### src/rtl/ps2_pkg.sv
// Shared PS/2 frame constants, receiver FSM state encoding and parity helper.
package ps2_pkg;

    localparam int          PS2_DATA_BITS  = 8;
    localparam logic        PS2_START_BIT  = 1'b0;
    localparam logic        PS2_STOP_BIT   = 1'b1;
    localparam logic [7:0]  PS2_BREAK_CODE = 8'hF0;

    typedef enum logic [1:0] {
        IDLE   = 2'd0,
        DATA   = 2'd1,
        PARITY = 2'd2,
        STOP   = 2'd3
    } ps2_state_e;

    // Odd parity: data bits plus parity bit must contain an odd number of ones.
    function automatic logic odd_parity_ok(input logic [7:0] dat, input logic par);
        return ^{dat, par};
    endfunction

endpackage

### src/rtl/ps2_line_filter.sv
// 2-FF synchroniser, FILTER_LEN-cycle debounce and registered falling-edge pulse.
// fall rises FILTER_LEN+3 cycles after the pin falls; no backpressure (free-running).
module ps2_line_filter #(
    parameter int FILTER_LEN = 8
) (
    input  logic clk_25mhz,
    input  logic resetn,
    input  logic line_in,
    output logic fall
);

    localparam logic [7:0] CNT_LAST = 8'(FILTER_LEN - 1);

    logic       meta_q;
    logic       sync_q;
    logic       filt_q;
    logic       filt_prev_q;
    logic [7:0] cnt_q;

    // Idle bus is high, so every stage resets to 1 to avoid a spurious edge.
    always_ff @(posedge clk_25mhz or negedge resetn) begin
        if (!resetn) begin
            meta_q      <= 1'b1;
            sync_q      <= 1'b1;
            filt_q      <= 1'b1;
            filt_prev_q <= 1'b1;
            cnt_q       <= 8'd0;
            fall        <= 1'b0;
        end else begin
            meta_q      <= line_in;
            sync_q      <= meta_q;
            filt_prev_q <= filt_q;
            fall        <= filt_prev_q & ~filt_q;
            if (sync_q == filt_q) begin
                cnt_q <= 8'd0;
            end else if (cnt_q == CNT_LAST) begin
                filt_q <= sync_q;
                cnt_q  <= 8'd0;
            end else begin
                cnt_q <= cnt_q + 8'd1;
            end
        end
    end

endmodule

### src/rtl/ps2_recv.sv
// Host-side PS/2 byte receiver; optional F0 break-prefix decoding under PS2_BREAK_DECODE_EN.
// Strobes land FILTER_LEN+4 cycles after the stop-bit clock fall; no backpressure, strobes are 1 cycle.
module ps2_recv
    import ps2_pkg::*;
#(
    parameter int FILTER_LEN = 8,
    parameter int TIMEOUT    = 8192
) (
    input  logic       clk_25mhz,
    input  logic       resetn,
    input  logic       ps2_clk,
    input  logic       ps2_data,
    output logic [7:0] rx_data,
    output logic       rx_valid,
    output logic       rx_break,
    output logic       parity_err,
    output logic       frame_err,
    output logic       busy
);

    localparam int              TO_W   = $clog2(TIMEOUT + 1);
    localparam logic [TO_W-1:0] TO_MAX = TO_W'(TIMEOUT);

    logic            fall;
    logic            data_meta_q;
    logic            data_sync_q;

    ps2_state_e      state_q,  state_d;
    logic [3:0]      bit_cnt_q, bit_cnt_d;
    logic [7:0]      shift_q,  shift_d;
    logic            parity_q, parity_d;
    logic [TO_W-1:0] to_cnt_q;
    logic            timeout_hit;

    logic [7:0]      rx_data_d;
    logic            rx_valid_d;
    logic            parity_err_d;
    logic            frame_err_d;

    ps2_line_filter #(
        .FILTER_LEN (FILTER_LEN)
    ) u_clk_filter (
        .clk_25mhz (clk_25mhz),
        .resetn    (resetn),
        .line_in   (ps2_clk),
        .fall      (fall)
    );

    // Data is only sampled on a filtered clock fall, long after it settles.
    always_ff @(posedge clk_25mhz or negedge resetn) begin
        if (!resetn) begin
            data_meta_q <= 1'b1;
            data_sync_q <= 1'b1;
        end else begin
            data_meta_q <= ps2_data;
            data_sync_q <= data_meta_q;
        end
    end

    assign timeout_hit = (to_cnt_q == TO_MAX);

    always_ff @(posedge clk_25mhz or negedge resetn) begin
        if (!resetn) begin
            to_cnt_q <= '0;
        end else if (state_q == IDLE || fall) begin
            to_cnt_q <= '0;
        end else if (!timeout_hit) begin
            to_cnt_q <= to_cnt_q + 1'b1;
        end
    end

`ifdef PS2_BREAK_DECODE_EN
    logic break_pending_q, break_pending_d;
    logic rx_break_q, rx_break_d;
    assign rx_break = rx_break_q;
`else
    assign rx_break = 1'b0;
`endif

    always_comb begin
        state_d      = state_q;
        bit_cnt_d    = bit_cnt_q;
        shift_d      = shift_q;
        parity_d     = parity_q;
        rx_data_d    = rx_data;
        rx_valid_d   = 1'b0;
        parity_err_d = 1'b0;
        frame_err_d  = 1'b0;
`ifdef PS2_BREAK_DECODE_EN
        break_pending_d = break_pending_q;
        rx_break_d      = rx_break_q;
`endif

        case (state_q)
            IDLE: begin
                if (fall && data_sync_q == PS2_START_BIT) begin
                    state_d   = DATA;
                    bit_cnt_d = 4'd0;
                end
            end
            DATA: begin
                if (fall) begin
                    shift_d   = {data_sync_q, shift_q[7:1]};
                    bit_cnt_d = bit_cnt_q + 4'd1;
                    if (bit_cnt_q == 4'(PS2_DATA_BITS - 1)) begin
                        state_d = PARITY;
                    end
                end
            end
            PARITY: begin
                if (fall) begin
                    parity_d = data_sync_q;
                    state_d  = STOP;
                end
            end
            STOP: begin
                if (fall) begin
                    state_d = IDLE;
                    if (data_sync_q != PS2_STOP_BIT) begin
                        frame_err_d = 1'b1;
                    end else if (!odd_parity_ok(shift_q, parity_q)) begin
                        parity_err_d = 1'b1;
                    end else begin
`ifdef PS2_BREAK_DECODE_EN
                        if (shift_q == PS2_BREAK_CODE) begin
                            break_pending_d = 1'b1;
                        end else begin
                            rx_valid_d      = 1'b1;
                            rx_data_d       = shift_q;
                            rx_break_d      = break_pending_q;
                            break_pending_d = 1'b0;
                        end
`else
                        rx_valid_d = 1'b1;
                        rx_data_d  = shift_q;
`endif
                    end
                end
            end
            default: state_d = IDLE;
        endcase

        // A coincident fall has already advanced the frame, so it beats the timeout.
        if (state_q != IDLE && !fall && timeout_hit) begin
            state_d     = IDLE;
            frame_err_d = 1'b1;
        end

`ifdef PS2_BREAK_DECODE_EN
        if (parity_err_d || frame_err_d) begin
            break_pending_d = 1'b0;
        end
`endif
    end

    always_ff @(posedge clk_25mhz or negedge resetn) begin
        if (!resetn) begin
            state_q    <= IDLE;
            bit_cnt_q  <= 4'd0;
            shift_q    <= 8'd0;
            parity_q   <= 1'b0;
            rx_data    <= 8'd0;
            rx_valid   <= 1'b0;
            parity_err <= 1'b0;
            frame_err  <= 1'b0;
        end else begin
            state_q    <= state_d;
            bit_cnt_q  <= bit_cnt_d;
            shift_q    <= shift_d;
            parity_q   <= parity_d;
            rx_data    <= rx_data_d;
            rx_valid   <= rx_valid_d;
            parity_err <= parity_err_d;
            frame_err  <= frame_err_d;
        end
    end

`ifdef PS2_BREAK_DECODE_EN
    always_ff @(posedge clk_25mhz or negedge resetn) begin
        if (!resetn) begin
            break_pending_q <= 1'b0;
            rx_break_q      <= 1'b0;
        end else begin
            break_pending_q <= break_pending_d;
            rx_break_q      <= rx_break_d;
        end
    end
`endif

    assign busy = (state_q != IDLE);

endmodule

### config.mk
export PLATFORM = sky130hd
export DESIGN_NAME = ps2_recv
export DESIGN_NICKNAME = d
export VERILOG_FILES = /design/src/rtl/ps2_pkg.sv /design/src/rtl/ps2_line_filter.sv /design/src/rtl/ps2_recv.sv
export SDC_FILE = /design/constraint.sdc
export NUM_CORES = 1
export LEC_CHECK = 0
export BUFFER_PORTS_ARGS = -buffer_cell sky130_fd_sc_hd__buf_2
export CAP_MARGIN = 0
export CORE_ASPECT_RATIO = 0.9
export CORE_UTILIZATION = 44
export DETAILED_ROUTE_END_ITERATION = 8
export MAX_ROUTING_LAYER = met4
export SLEW_MARGIN = 30
export SYNTH_ARGS = -nofsm -noshare
export SYNTH_HDL_FRONTEND = slang
export SYNTH_SLANG_ARGS = --single-unit
### constraint.sdc
create_clock -name clk_25mhz -period 2.6 [get_ports clk_25mhz]
set_input_delay 0.78 -clock clk_25mhz [delete_from_list [all_inputs] [get_ports clk_25mhz]]
set_output_delay 0.78 -clock clk_25mhz [all_outputs]
set_load 0.005 [all_outputs]
==> flow_metrics.env <==
export IMPL_avgSynthCellArea_um2=11.07
export IMPL_fin_crit_sh=0.8708
export IMPL_wl_met1_um=2159
export IMPL_synth_area_leader_cell="dfrtp_1"
export IMPL_synth_edf_count=0
export IMPL_synth_async_reset_ratio=1.000
export IMPL_hold_viol_final=0
export IMPL_ir_drop_mv=0.3463
export IMPL_grt_pass1_wl_um=7555
export IMPL_area_growth_pct=9.275
export IMPL_io_buffers=15
export IMPL_clock_skew_ns=0.01193
export IMPL_vias_per_cell=5.128
export IMPL_status="finished clean"
export IMPL_p_leak_nw=1.331
export IMPL_seq_power_share=0.481
export IMPL_maxCapViolations=0
export IMPL_ys_types=36
export IMPL_core_area_um2=5660
export IMPL_p_per_area_nw_per_um2=821.6
export IMPL_overflow=0
export IMPL_path_clk_slew_ns=0.10
export IMPL_final_common_cell="dfrtp_1"
export IMPL_hp_class="reg2reg"
export IMPL_hold_buffers=0
export IMPL_num_rows=26
export IMPL_layout_nets=262
export IMPL_netlist_instances=234
export IMPL_wl_met3_um=106
export IMPL_p_int_w=0.001501
export IMPL_syn_area_um2=2590
export IMPL_synth_area_top_cells="dfrtp_1 (47%), mux2_2 (7.4%), dfstp_2 (6.1%)"
export IMPL_grt_usage=0.1597
export IMPL_hpwl_um=2836
export IMPL_drive_gt1_frac=0.2080
export IMPL_dr_pass1_iters=4
export IMPL_die_x_um=82.87
export IMPL_setup_viol=0
export IMPL_io_pins=17
export IMPL_crit_arrival_ns=1.48
export IMPL_cts_htree_levels=2
export IMPL_combPwrFrac=0.307
export IMPL_ys_seq_elements=55
export IMPL_synth_top_area_frac=0.4734
export IMPL_cts_max_path_buffers=2
export IMPL_rsz0062_at_grt="no"
export IMPL_cp_end_kind="output port"
export IMPL_drt_initial_drc_count=59
export IMPL_slew_headroom=0.5562
export IMPL_initial_core_util=0.4576
export IMPL_cts_resized=0
export IMPL_final_cell_count_no_fill=320
export IMPL_swShare=0.3545
export IMPL_cp_max_fo=9
export IMPL_routedWlPerCell_um=13.05
export IMPL_finalCriticalPeriod_ns=2.264
export IMPL_die_area_um2=6197
export IMPL_vias=1641
export IMPL_tns_ns=0
export IMPL_antenna_found_initial=0
export IMPL_ys_warn_count=0
export IMPL_synth_seq_area_share=0.5343
export IMPL_finalPower_w=0.002325
export IMPL_startpoint_type="flop"
export IMPL_worstSetupPathType="reg2out"
export IMPL_topRoutingLayerUsed="met4"
export IMPL_die_height_um=74.79
export IMPL_cts_setup_buffers=0
export IMPL_synth_nets=247
export IMPL_diodes=0
export IMPL_cts_tree="done"
export IMPL_drcViolationCount=0
export IMPL_grt_pass1_vias=1535
export IMPL_switching_power_w=0.0008242
export IMPL_antenna_left=0
export IMPL_critPathRequiredTime_ns=1.82
export IMPL_layout_cells_most_common_list="dfrtp_1 (49), nor2_1 (26), mux2_2 (17)"
export IMPL_fillers=544
export IMPL_max_freq_mhz=441.7
export IMPL_cts_made_buffers=5
export IMPL_maxSlewViolCount=0
export IMPL_insertion_delay_ns=0.32
export IMPL_cts_root_buf="clkbuf_8"
export IMPL_grt_start_max_net_pins=31
export IMPL_worst_slew_pin_slew_ns=0.6657
export IMPL_clkPwrFrac=0.212
export IMPL_gp_congestion=0.7405
export IMPL_wl_met2_um=1833
export IMPL_synth_ff_type="dfrtp_1"
export IMPL_numClockSinks=55
export IMPL_dp_cells=312
export IMPL_wl_um=4177
[stage by stage]
| step | setup WS [ns] | hold WS (ns) | util | instance area, um^2 |
|---|---|---|---|---|
| 4_1_cts | 0.3139 | 0.3728 | 0.5000 | 2830 |
| 6_report | 0.3359 | 0.3655 | 0.5000 | 2830 |
| 3_3_place_gp | 0.6323 | 0.3458 | 0.4839 | 2739 |
| 5_1_grt | 0.2365 | 0.3782 | 0.5000 | 2830 |
| 2_1_floorplan | 0.7502 | 0.3452 | - | 2590 |
| 3_5_place_dp | 0.5981 | 0.3509 | 0.4839 | 2739 |
[worst max-delay path, cell delays in order, from the launching register on]
cell	delay [ns]
dfrtp_1	0.41
inv_1	0.13
ha_1	0.37
inv_1	0.11
buf_2	0.14
[metal layers]
layer	global-route usage	up-vias
met5	-	-
met4	0.06897	0
met3	0.03289	8
met2	0.2268	19
met1	0.2228	790
li1	-	824
[sequential cells by signal, summed over array words and instances, names as in the netlist, 2 cells and up]
| register | count |
|---|---|
| bit_cnt_q | 4 |
| state_q | 2 |
| u_clk_filter.cnt_q | 8 |
| rx_data | 8 |
| shift_q | 8 |
| to_cnt_q | 14 |
[path summary, 6_finish.rpt]
check                                         startpoint  depth (start not counted)                             to  slack [ns]
max                               state_q[1]$_DFFE_PN0P_                          4                           busy        0.34
min                        u_clk_filter.meta_q$_DFF_PN1_                          0  u_clk_filter.sync_q$_DFF_PN1_        0.37
max reg2reg                       shift_q[6]$_DFFE_PN0P_                          5         rx_data[0]$_DFFE_PN0P_        0.60
min reg2reg                u_clk_filter.meta_q$_DFF_PN1_                          0  u_clk_filter.sync_q$_DFF_PN1_        0.37
max in group asynchronous                         resetn                          2         shift_q[2]$_DFFE_PN0P_        1.55
min in group asynchronous                         resetn                          1        to_cnt_q[5]$_DFFE_PN0N_        0.48
[final cells by class]
cell class / instances / area [um^2] / area share
flip-flops and latches: 55 / 1384 / 0.4889
well taps: 70 / 87.58 / 0.03095
repair buffers: 16 / 95.09 / 0.03360
clock inverters: 3 / 22.52 / 0.007958
inverters: 9 / 33.78 / 0.01194
multi-input cells: 162 / 1139 / 0.4023
clock buffers: 5 / 68.82 / 0.02431
[cells in the mapped netlist, types with 3 or more instances]
cell type and number:
dfrtp_1 49, a21oi_1 5, nand3_1 14, xor2_1 12
and3_1 4, dfstp_2 6, nand2_1 12, or2_2 3
clkbuf_1 7, xnor2_1 14, o21ai_0 7, inv_1 9
nor2b_1 3, nand2b_1 4, nand4_1 5, ha_1 9
nor3_1 6, nor2_1 26, mux2_2 17
[power groups by stage]
stage	Clock [W]	Combinational, W	Sequential, W
3_5_place_dp	0	0.000726	0.00114
4_1_cts	0.000523	0.000727	0.00112
2_1_floorplan	0	0.000600	0.00109
6_report	0.000493	0.000713	0.00112
3_3_place_gp	0	0.000712	0.00113
5_1_grt	0.000563	0.000812	0.00115
[cell families after synthesis]
family / count (synthesis) / synth area share
multiplexers: 18 / 0.08261
flip-flops: 55 / 0.5343
buffers and inverters: 17 / 0.02609
XOR/XNOR: 27 / 0.09421
AO/OA/AOI/OAI: 24 / 0.06136
adder cells (fa/ha/maj): 9 / 0.04348
AND/OR/NAND/NOR: 83 / 0.1565
other: 1 / 0.001448
Note: power is estimated with default switching activity, not from simulation.
